<file path="config.mk">
export PLATFORM = sky130hd
export DESIGN_NAME = galaga_rom_loader
export DESIGN_NICKNAME = d
export VERILOG_FILES = /design/src/rtl/galaga_rom_loader.sv
export SDC_FILE = /design/constraint.sdc
export NUM_CORES = 1
export LEC_CHECK = 0
export CAP_MARGIN = 30
export CORE_ASPECT_RATIO = 0.9
export CORE_MARGIN = 3
export CORE_UTILIZATION = 63
export DETAILED_ROUTE_END_ITERATION = 12
export DONT_BUFFER_PORTS = 1
export PLACE_DENSITY = 0.83
export SETUP_SLACK_MARGIN = 0.1
export SLEW_MARGIN = 10
export SYNTH_ARGS = -nofsm -noshare
export SYNTH_HDL_FRONTEND = slang
export SYNTH_SLANG_ARGS = --single-unit
</file>
<file path="constraint.sdc">
create_clock -name clk_sys -period 2.85 [get_ports clk_sys]
set_input_delay 0.4275 -clock clk_sys [delete_from_list [all_inputs] [get_ports clk_sys]]
set_output_delay 0.4275 -clock clk_sys [all_outputs]
set_load 0.02 [all_outputs]
</file>
<file path="src/rtl/galaga_rom_loader.sv">
// galaga_rom_loader: turns the ioctl download byte stream into buffered ROM writes and gates the core reset
module galaga_rom_loader #(
    parameter logic [7:0]  ROM_INDEX  = 8'd0,
    parameter logic [16:0] ROM_SIZE   = 17'h10000,
    parameter int          ADDR_W     = 16,
    parameter int          FIFO_DEPTH = 4
) (
    input  logic              clk_sys,
    input  logic              reset_n,
    input  logic              ioctl_downl,
    input  logic [7:0]        ioctl_index,
    input  logic              ioctl_wr,
    input  logic [24:0]       ioctl_addr,
    input  logic [7:0]        ioctl_dout,
    input  logic              dn_ready,
    output logic              dn_wr,
    output logic [ADDR_W-1:0] dn_addr,
    output logic [7:0]        dn_data,
    output logic              core_reset,
    output logic              loaded,
    output logic              range_err,
    output logic              ovf_err,
    output logic [16:0]       byte_count,
    output logic [15:0]       checksum
);
    localparam int PW = $clog2(FIFO_DEPTH);
    typedef enum logic [1:0] {IDLE, LOAD, FLUSH, DONE} state_t;
    state_t state;
    logic [ADDR_W+7:0] mem [FIFO_DEPTH];
    logic [PW-1:0] wr_ptr, rd_ptr;
    logic [PW:0] count;
    logic full, empty, in_range, start, push, pop;
    assign full = count == (PW+1)'(FIFO_DEPTH);
    assign empty = count == '0;
    assign in_range = ioctl_addr < {8'd0, ROM_SIZE};
    assign start = ioctl_downl && ioctl_index == ROM_INDEX;
    // full is judged on the occupancy at the start of the cycle, so a same-cycle pop never frees room
    assign push = state == LOAD && ioctl_wr && in_range && !full;
    assign pop = !empty && dn_ready;
    assign dn_wr = !empty;
    assign {dn_addr, dn_data} = empty ? '0 : mem[rd_ptr];
    always_ff @(posedge clk_sys) begin
        if (push) mem[wr_ptr] <= {ioctl_addr[ADDR_W-1:0], ioctl_dout};
    end
    always_ff @(posedge clk_sys) begin
        if (!reset_n) begin
            state      <= IDLE;
            wr_ptr     <= '0;
            rd_ptr     <= '0;
            count      <= '0;
            core_reset <= 1'b1;
            loaded     <= 1'b0;
            range_err  <= 1'b0;
            ovf_err    <= 1'b0;
            byte_count <= '0;
            checksum   <= '0;
        end else begin
            if (push) wr_ptr <= wr_ptr + 1'b1;
            if (pop) rd_ptr <= rd_ptr + 1'b1;
            count <= count + (PW+1)'(push) - (PW+1)'(pop);
            core_reset <= !(state == DONE && !start);
            loaded <= state == DONE && !start && !(range_err || ovf_err);
            case (state)
                IDLE, DONE: if (start) begin
                    state      <= LOAD;
                    byte_count <= '0;
                    checksum   <= '0;
                    range_err  <= 1'b0;
                    ovf_err    <= 1'b0;
                end
                LOAD: begin
                    if (push) begin
                        byte_count <= byte_count == ROM_SIZE ? byte_count : byte_count + 1'b1;
                        checksum   <= checksum + 16'(ioctl_dout);
                    end
                    if (ioctl_wr && !in_range) range_err <= 1'b1;
                    if (ioctl_wr && in_range && full) ovf_err <= 1'b1;
                    if (!ioctl_downl) state <= FLUSH;
                end
                default: if (empty) state <= DONE;
            endcase
        end
    end
endmodule
</file>
==> metrics <==
gate count after technology mapping=503; crit-path max cell delay=0.44 ns; largest cells by area after synthesis=edfxtp_1 44%, dfxtp_1 15%, mux4_2 8.2%; GRT Total Usage=roughly a quarter; WP data required=3.19 ns; setup bufs post-CTS=0; H-Tree Depth=4; CTS tree=yes; crit path cell chain=ha_1, fa_1, a21oi_1, o22ai_1, o41ai_1, buf_4, nand3b_1, mux2i_1; # clock sinks=144; DIE AREA=11700 µm²; routed length per instance=approximately 22 µm; Int Pwr=4028 µW; cts bufs inserted=17; PostCTS Resize Cnt=0; initial antenna violation count=0; fin. max-slew vios=0; top-count cell post-synth=edfxtp_1; leakage=between 0.002 and 0.0025 µW; relative max-transition margin=55.89%; Crit Path Class=flip-flop to flip-flop; Post-synth EDFFs=96; via count=around 4300; pwr dens=806.5 nW/µm²; Die Wd=113.7 µm; largest net degree at the start of global routing=63; Setup-failing EPs final=0; GP Congestion=0.8799; Synth Register Bits=144; clock root cell=clkbuf_16; Critical Path AT=2.84 ns; first-pass GRT wire length=21690 µm; # rows=34; layout cells sized above 1=roughly 15%; main flop type after synthesis=edfxtp_1; Max VDD drop=0.7994 mV; mapped cell area=approximately 6600 µm²; RSZ-0062 raised after global routing=false; crit end category=flip-flop; YS warnings=0; Worst Tran Pin Value=0.6450 ns; die span in y=102.9 µm; First DRT Iteration DRCs=284; final std cells w/o fill=between 600 and 700; area leader, netlist=edfxtp_1; CP Max Fanout=6; PortBufs=0; Clock Power Share=33.9%; Pre-antenna DRT Iters=5; top cell type's share of synthesized area=43.86%; cell family with most CP delay=compound AO/OA/AOI/OAI gates; final period utilization=~90%; Post-synth ARST share=0%; count of max-cap constraint violations=0; worst-case clock buffer depth=2; type of origin of the critical path=flip-flop; Critical path buffers and inverters=1; outcome=finished clean; core area=9912 µm²; sequential-to-total area share from yosys stat=58.48%; Netlist cell types=56; DRC viols=0; Final Util=73.54%; CP max-delay cell=fa_1; f_max=400.3 MHz; grt total ovfl=0; antenna-violating nets left=0; IO Pins=108; worst skew pair latency=0.41 ns; routed wire length=14140 µm; clk_skew=0.007842 ns; hpwl dp=around 9000 µm; DP Cell Count=621; antenna fix cells=0; vias in the first global route=4100; final count of hold timing violations=0; Sw Pwr=about 1900 µW; setup_tns=0 ns; Comb power frac=26.0%; Clock Pin Slew Worst Setup and Hold Paths=0.06 ns; Area growth syn-to-layout=10.91%; switching fraction of total power=31.48%; clock period minus worst slack=2.498 ns; starting density of the core=around 66%; Avg Cell Area, Syn=13.07 µm²; cts hold-fix bufs=0; Avg Vias per Cell=6.538; Synthesized Nets=570; layout net count=581; Hold Path Class=input pin to flip-flop; most frequent cells after synthesis=96 x edfxtp_1, 48 x dfxtp_1, 36 x and2_1, 30 x nand2_1, 24 x mux4_2; Reg power frac=40.1%
[placed cells by master (no fill, tap or decap), types with 5 or more instances in the layout]
cell | synthesis | routed
nor3_1 | 9 | 9
clkinvlp_4 | 0 | 5
nor2b_1 | 9 | 9
buf_4 | 1 | 17
clkbuf_16 | 0 | 17
a21boi_0 | 7 | 7
inv_1 | 16 | 16
and2_1 | 36 | 36
nand2b_1 | 6 | 6
o21ai_0 | 14 | 14
nand3_1 | 21 | 21
ha_1 | 19 | 19
edfxtp_1 | 96 | 96
nor2_1 | 12 | 12
dfxtp_1 | 48 | 47
nand2_1 | 30 | 30
and3_1 | 7 | 7
mux2i_1 | 6 | 6
o22ai_1 | 5 | 5
nand4_1 | 10 | 10
a21oi_1 | 14 | 13
nor4_1 | 5 | 5
mux4_2 | 24 | 24
a211oi_1 | 5 | 5
nand3b_1 | 9 | 9
xnor2_1 | 6 | 6
[cell families (layout without fill, tap and decap cells)]
| logic type | count (synthesis) | count (layout) | synth area share, % |
|---|---|---|---|
| xor gates and xnor gates | 9 | 9 | 1.199 |
| buffers and inverters | 41 | 64 | 2.494 |
| AOI/OAI and AO/OA | 81 | 81 | 8.281 |
| adders and majority gates | 21 | 21 | 4.226 |
| and+or+nand+nor | 177 | 177 | 16.18 |
| muxes | 30 | 30 | 9.138 |
| DFF | 144 | 144 | 58.48 |
[through the flow]
stage	setup WS [ns]	cell area [µm²]	power, µW	hold slack [ns]
after floorplan	0.4845	6573	3619	0.4777
after global placement	0.4069	6755	3871	0.4903
after detailed placement	0.3413	6755	3907	0.5182
after CTS	0.2713	7286	5919	0.09427
after global routing	0.2377	7289	6139	0.08636
final	0.3518	7289	5879	0.1061
[path summary, 6_finish.rpt]
check / from / end / slack [ns] / cells after the start
setup / recovery: checksum[0]$_SDFFE_PN0P_ / checksum[12]$_SDFFE_PN0P_ / 0.35 / 8
hold / removal: ioctl_addr[9] / mem[2][17]$_DFFE_PP_ / 0.11 / 0
setup reg to reg: checksum[0]$_SDFFE_PN0P_ / checksum[12]$_SDFFE_PN0P_ / 0.35 / 8
hold reg to reg: state[0]$_SDFFE_PN0P_ / state[0]$_SDFFE_PN0P_ / 0.54 / 2
[power by group through the flow]
stage | logic, µW | clock network (µW) | registers [µW]
CTS | 1540 | 2030 | 2360
finish | 1530 | 1990 | 2360
global placement | 1480 | 0 | 2390
floorplan | 1240 | 0 | 2380
global route | 1660 | 2120 | 2360
detailed placement | 1510 | 0 | 2400
[sequential cells by signal, summed over array words and instances, names as in the netlist, named ones only]
register,count
core_reset,1
loaded,1
rd_ptr,2
byte_count,17
mem,96
count,3
wr_ptr,2
range_err,1
checksum,16
ovf_err,1
state,2
[per-layer routing]
layer / vias up / part of all wire, % / track usage [%]
li1: 1959 / - / -
met1: 2087 / 41 / 31.94
met2: 186 / 48 / 39.43
met3: 31 / 8.8 / 8.979
met4: 0 / 2.2 / 8.688
met5: - / 0 / 0
[final cells by class]
class | count | area (µm²)
Clock buffer | 20 | 436.7
Clock inverter | 11 | 93.84
Fill cell | 616 | 2623
Inverter | 16 | 60.06
Multi-Input combinational cell | 318 | 2569
Sequential cell | 144 | 3845
Tap cell | 126 | 157.7
Timing Repair Buffer | 17 | 127.6
[worst reg2reg max path, stage by stage (launching register included)]
cell      delay (ns)
dfxtp_1         0.40
ha_1            0.27
fa_1            0.44
a21oi_1         0.24
o22ai_1         0.16
o41ai_1         0.37
buf_4           0.22
nand3b_1        0.13
mux2i_1         0.20
Power figures use the tool's default switching activity.
